### src/rtl/fetch_unit.sv
// Instruction fetch stage: PC register, imem request and instruction output register.
// Optional: define FETCH_ALIGN_CHECK_EN to trap misaligned redirect targets.
module fetch_unit #(
    parameter logic [31:0] RESET_VECTOR = 32'h0000_0000
) (
    input  logic        clk,
    input  logic        rst,
    input  logic        halt,
    input  logic        redirect,
    input  logic [31:0] redirect_pc,
    output logic        imem_req,
    output logic [31:0] imem_addr,
    input  logic        imem_ack,
    input  logic [31:0] imem_rdata,
    output logic        inst_valid,
    output logic [31:0] inst,
    output logic [31:0] pc_old,
    input  logic        inst_ready
`ifdef FETCH_ALIGN_CHECK_EN
    ,
    output logic        misalign_fault
`endif
);

    typedef enum logic [1:0] {
        S_FETCH,
        S_HOLD,
        S_HALTED
    } state_e;

    state_e      state_q, state_d;
    logic [31:0] pc_q, pc_d;
    logic [31:0] inst_q, inst_d;
    logic [31:0] pc_old_q, pc_old_d;
    logic        valid_q, valid_d;
    logic        fault_q;
    logic        misaligned;
    logic        can_issue;
    logic        fire;
    logic        consume;

`ifdef FETCH_ALIGN_CHECK_EN
    logic fault_d;
    assign misaligned     = (redirect_pc[1:0] != 2'b00);
    assign misalign_fault = fault_q;
`else
    assign misaligned = 1'b0;
    assign fault_q    = 1'b0;
`endif

    assign imem_addr  = pc_q;
    assign inst_valid = valid_q;
    assign inst       = inst_q;
    assign pc_old     = pc_old_q;

    // Next-state, handshake and output-register update
    always_comb begin
        state_d  = state_q;
        pc_d     = pc_q;
        inst_d   = inst_q;
        pc_old_d = pc_old_q;
        valid_d  = valid_q;
`ifdef FETCH_ALIGN_CHECK_EN
        fault_d  = fault_q;
`endif
        can_issue = (state_q == S_FETCH) && (!valid_q || inst_ready);
        imem_req  = can_issue && !rst;
        consume   = valid_q && inst_ready;
        fire      = imem_req && imem_ack && !redirect;

        if (redirect) begin
            valid_d = 1'b0;
            if (misaligned) begin
`ifdef FETCH_ALIGN_CHECK_EN
                fault_d = 1'b1;
`endif
                state_d = S_HALTED;
            end else begin
                pc_d    = redirect_pc & 32'hFFFF_FFFC;
                state_d = halt ? S_HALTED : S_FETCH;
            end
        end else begin
            if (fire) begin
                inst_d   = imem_rdata;
                pc_old_d = pc_q;
                valid_d  = 1'b1;
                pc_d     = pc_q + 32'd4;
            end else if (consume) begin
                valid_d = 1'b0;
            end

            unique case (state_q)
                S_FETCH: begin
                    if (halt)
                        state_d = S_HALTED;
                    else if (!can_issue)
                        state_d = S_HOLD;
                end
                S_HOLD: begin
                    if (halt)
                        state_d = S_HALTED;
                    else if (inst_ready)
                        state_d = S_FETCH;
                end
                S_HALTED: begin
                    if (!halt && !fault_q)
                        state_d = S_FETCH;
                end
                default: state_d = S_FETCH;
            endcase
        end
    end

    // State and datapath registers with synchronous reset
    always_ff @(posedge clk) begin
        if (rst) begin
            state_q  <= S_FETCH;
            pc_q     <= RESET_VECTOR;
            inst_q   <= 32'd0;
            pc_old_q <= 32'd0;
            valid_q  <= 1'b0;
        end else begin
            state_q  <= state_d;
            pc_q     <= pc_d;
            inst_q   <= inst_d;
            pc_old_q <= pc_old_d;
            valid_q  <= valid_d;
        end
    end

`ifdef FETCH_ALIGN_CHECK_EN
    // Sticky misalignment flag, cleared only by reset
    always_ff @(posedge clk) begin
        if (rst)
            fault_q <= 1'b0;
        else
            fault_q <= fault_d;
    end
`endif

endmodule

### config.mk
export PLATFORM = sky130hd
export DESIGN_NAME = fetch_unit
export DESIGN_NICKNAME = d
export VERILOG_FILES = /design/src/rtl/fetch_unit.sv
export SDC_FILE = /design/constraint.sdc
export NUM_CORES = 1
export LEC_CHECK = 0
export BUFFER_PORTS_ARGS = -buffer_cell sky130_fd_sc_hd__clkbuf_2
export CORE_UTILIZATION = 50
export CTS_BUF_LIST = sky130_fd_sc_hd__clkbuf_8
export CTS_CLUSTER_DIAMETER = 200
export DETAILED_ROUTE_END_ITERATION = 8
export PLACE_DENSITY = 0.83
export RECOVER_POWER = 100
export SLEW_MARGIN = 30
export SYNTH_ARGS = -nofsm -noshare
export SYNTH_HDL_FRONTEND = slang
export SYNTH_SLANG_ARGS = --single-unit
### constraint.sdc
create_clock -name clk -period 2.55 [get_ports clk]
set_clock_uncertainty 0.1 [all_clocks]
set_input_delay 0.51 -clock clk [delete_from_list [all_inputs] [get_ports clk]]
set_output_delay 0.51 -clock clk [all_outputs]
set_load 0.05 [all_outputs]
# Yosys cells after proc, flatten, opt, wreduce, memory -nomap -nowiden
# Cells that the tools add are included.
dict set report totals {
  reg_bits 99
  out_inout_bits 98
  inputBits 70
  wordCells 40
}
dict set report classes {
  n_reduce_logical 15
  n_addsub 1
  n_bitwise 1
  n_mux 12
  eq_ne 5
}
# op count
set op_table {}
lappend op_table {{$mux W32} 2}
lappend op_table {{$add A32 B3 Y32 const B} 1}
lappend op_table {{$mux W2} 7}
lappend op_table {{$ne A4 B4 Y1 const B} 2}
lappend op_table {{$pmux W2 S3} 1}
lappend op_table {{$logic_and A1 B1 Y1} 5}
lappend op_table {{$reduce_bool A2 Y1} 2}
lappend op_table {{$logic_not A1 Y1} 3}
lappend op_table {{$ne A3 B3 Y1 const B} 1}
lappend op_table {{$reduce_and A3 Y1} 1}
lappend op_table {{$eq A2 B1 Y1 const B} 1}
lappend op_table {{$eq A2 B2 Y1 const B} 1}
lappend op_table {{$logic_not A2 Y1} 1}
lappend op_table {{$mux W1} 2}
lappend op_table {{$reduce_and A2 Y1} 1}
lappend op_table {{$reduce_or A2 Y1} 1}
lappend op_table {{$logic_or A1 B1 Y1} 1}
lappend op_table {{$not A1 Y1} 1}

# Logic depth before layout (Yosys ltp)
dict set report logic_depth {
  word_depth 8
  mapped_depth 7
  ltp_nobuf 6
}

# Worst setup path after synthesis
# No wires, ideal clock.
dict set report synth_timing {
  path_type {register to register}
  from {register pc_q[8] (netlist: imem_addr[8])}
  to {register pc_q[31] (netlist: imem_addr[31])}
  arrival_time_ps 2153
  setup_time_ps 133
  slack_ps 164
  path_buffers 1
  synth_period_minus_slack_ps 2386
  required_ps 2317
  stages_incl_launch_ff 7
  path_cell_list {dfxtp_1 -> nand3_2 -> or4_4 -> buf_6 -> nor4_1 -> xnor2_1 -> o22ai_1}
}
dict set report synth_via {
  elab_chain_len 3
}
# element line_no
set synth_lines {}
lappend synth_lines {{start, declared} 32} ;# logic [31:0] pc_q, pc_d;
lappend synth_lines {{start signal, assigned} 124} ;# pc_q <= pc_d;
lappend synth_lines {{$add A32 B3 Y32} 87} ;# pc_d = pc_q + 32'd4;
lappend synth_lines {{$mux W32} 83} ;# if (fire) begin
lappend synth_lines {{$mux W32} 71} ;# if (redirect) begin
# Every way passes these cells. The select of a mux whose other input is x is not followed.
# A chain may end at the register's enable or synchronous reset.

# Final worst setup path
dict set report layout_timing {
  from {register pc_q[7] (netlist: imem_addr[7])}
  to {register pc_q[31] (netlist: imem_addr[31])}
}
# Same word-level chain as after synthesis.

==> qor.yml <==
dieArea_mm2: 0.00841
num_vias: 4098
first_pass_iters: 5
critPathRequiredTime_ns: 2.66
fin_cells: 765
fin_util: 0.636
cp_cell_sequence: "nand3_1 -> or4_4 -> nor4_1 -> xnor2_1 -> o22ai_1"
hold_violations: 0
leakagePower_nw: 1.78
htree_levels: 3
cts_resized: 0
slowest_stage: "or4_4"
post_cts.repair.setup_buffers: 0
cap_violations: 0
grt_max_degree: 40
ir_drop_mv: 0.309
outcome: "finished clean"
cts_num_sinks: 95
cts_buffers: 9
globalRoute.totalOverflow: 0
num-fill-cells: 769
crit_path_end_kind: "flop"
slew_headroom: 0.573
antenna_cells: 0
port-buffer-count: 161
synthesis.area_mm2: 0.00402
critPathTopFamily: "simple AND/OR/NAND/NOR gates"
criticalPathCategory: "flop to flop"
rsz0062_at_grt: "no"
p_per_area_mw_per_mm2: 606
clockBufferDepth: 2
syn-instance-count: 508
drt-wirelength-per-cell_um: 14.0
dp_cells: 749
grt_pass1_wl_mm: 17.1
core_mm2: 0.00777
placed_area_mm2: 0.00491
routed_via_density: 5.36
ios: 168
antenna_found_initial: 0
drive_gt1_frac: 0.152
worst-path-buf-inv: 0
tns_ns: 0
fin_crit_sh: 0.899
gp_congestion: 0.821
ctsHoldBuffers: 0
nets: 729
final_max_slew_viol_count: 0
cts_tree: "built"
clock_latency_ns: 0.35
cpPeakStageDelay_ns: 0.64
drtIter0Drc: 242
clockRootBuffer: "clkbuf_8"
ys_types: 40
ys_seq_area_frac: 0.473
grt_use_total: 0.250
yosysWarnings: 0
worstMarginPinSlew_ns: 0.643
drc_errors: 0
die_w_um: 91.7
p_total_mw: 2.99
start_kind: "flop"
min_path_type: "primary input to flop"
rows: 32
syn2layout_area_growth_pct: 22.9
avgSynthCellArea_um2: 7.92
antenna_left: 0
drt_wl_total_mm: 10.7
fin_area_mm2: 0.00494
cp.arrival_ns: 2.41
setup_viol: 0
start_util: 0.518
cp_max_fo: 8
synth_seq_cells: 95
max_freq_mhz: 436
grt_pass1_vias: 3615
die_h_um: 91.7
dpl.hpwl_mm: 7.64
period_needed_ns: 2.29
path_clk_slew_ns: 0.10
cell usage in the layout, fill, tap and decap left out, types with 2 or more instances in the layout:
master / count
a211oi_1: 15
nand2_1: 138
a2111oi_0: 3
and3_1: 7
a31oi_1: 3
inv_1: 11
o22ai_1: 3
o21bai_1: 3
xnor2_1: 21
and4_1: 5
a221oi_1: 3
conb_1: 4
o21ai_0: 3
nor3_1: 3
clkbuf_1: 97
clkbuf_2: 66
a21oi_1: 71
nor2b_1: 2
inv_6: 2
nand4_1: 10
nor4_1: 14
o31ai_1: 3
nand4b_1: 2
buf_4: 12
clkbuf_8: 9
clkinv_2: 2
nor2_1: 25
a311oi_1: 4
and2_1: 3
dfxtp_1: 95
nand3_1: 10
or3_2: 2
area by class of cell:
cell class / instances / area, µm² / area share
repair buffers: 175 / 785 / 0.159
multi-input cells: 367 / 1920 / 0.388
clock buffers: 9 / 124 / 0.0251
well taps: 102 / 128 / 0.0258
clock inverters: 7 / 47.5 / 0.00962
inverters: 10 / 37.5 / 0.00759
flip-flops and latches: 95 / 1900 / 0.385
layer usage:
metal,share of wire,routed length (µm),up-vias,track usage
met2,0.49,5240,150,0.414
met1,0.43,4610,1892,0.326
li1,-,-,2039,-
met4,0.020,211,0,0.0951
met5,0,0,-,0
met3,0.058,624,17,0.0456
synth_stat cells:
cell type    n  share of area
nand3_1      9          0.011
and3_2       1         0.0019
nor3_1       4         0.0050
a21oi_1     71          0.088
buf_1        1        0.00093
or4_4        1         0.0028
nor2_1      25          0.023
buf_6        1         0.0028
and3_1       7          0.011
nor2b_1      2         0.0031
a211oi_1    15          0.028
clkbuf_1    31          0.029
ha_1         1         0.0031
and4_1       5          0.011
a31oi_1      3         0.0047
or3_2        2         0.0037
dfxtp_1     95           0.47
nand3_2      1         0.0025
nand2_1    139           0.13
nor4_1      13          0.020
conb_1       1        0.00093
nand4b_1     2         0.0044
a2111oi_0    3         0.0065
buf_4        4         0.0075
nand2b_1     1         0.0016
nor4_2       2         0.0062
and2_1       3         0.0047
a311oi_1     4         0.0087
nand4_1     10          0.016
nor2_2       1         0.0016
buf_2        2         0.0025
a21boi_0     1         0.0019
xnor2_1     21          0.046
o22ai_1      3         0.0047
xor2_1       1         0.0022
a221oi_1     3         0.0065
inv_1       10         0.0093
o31ai_1      3         0.0056
o21ai_0      3         0.0037
o21bai_1     3         0.0056
flip-flops by register name, summed over array words and instances (netlist names):
signal      count
imem_addr      30
state_q         2
inst           32
inst_valid      1
pc_old         30
cell families after synthesis:
family,Yosys count,share of synthesized area
AO/OA/AOI/OAI,112,0.164
XOR/XNOR,22,0.0479
adder cells (fa/ha/maj),1,0.00311
buffers and inverters,49,0.0519
flip-flops,95,0.473
other,1,0.000932
AND/OR/NAND/NOR,228,0.259
final timing paths:
| kind | startpoint | end | slack (ns) | cells past startpoint |
|---|---|---|---|---|
| worst max-delay path | imem_addr[7]$_SDFFE_PP0P_ | imem_addr[31]$_SDFFE_PP0P_ | 0.26 | 5 |
| worst min-delay path | halt | state_q[0]$_SDFFE_PP0P_ | 0.24 | 2 |
| worst max register to register | imem_addr[7]$_SDFFE_PP0P_ | imem_addr[31]$_SDFFE_PP0P_ | 0.26 | 5 |
| worst min register to register | inst[9]$_SDFFE_PP0P_ | inst[9]$_SDFFE_PP0P_ | 0.36 | 2 |
worst register-to-register path: cells and delay by family, from the launching register on:
family / cells / cell delay, ns
AO/OA/AOI/OAI: 1 / 0.10
flip-flops: 1 / 0.46
AND/OR/NAND/NOR: 3 / 1.31
XOR/XNOR: 1 / 0.18
power by group:
group          total, mW  leakage, nW  internal (mW)  switching [mW]
clock network      0.891       0.0912          0.357           0.534
logic              0.496        0.910          0.128           0.368
registers           1.61        0.776           1.54          0.0674
total               2.99         1.78           2.03           0.970
per-stage QoR:
step                      setup slack (ns)  hold slack (ns)
after floorplan                      0.164            0.341
after global placement               0.185            0.341
after detailed placement            0.0519            0.348
after CTS                            0.325            0.233
after global routing                0.0432            0.232
final                                0.258            0.245
(Power assumes the default switching activity.)
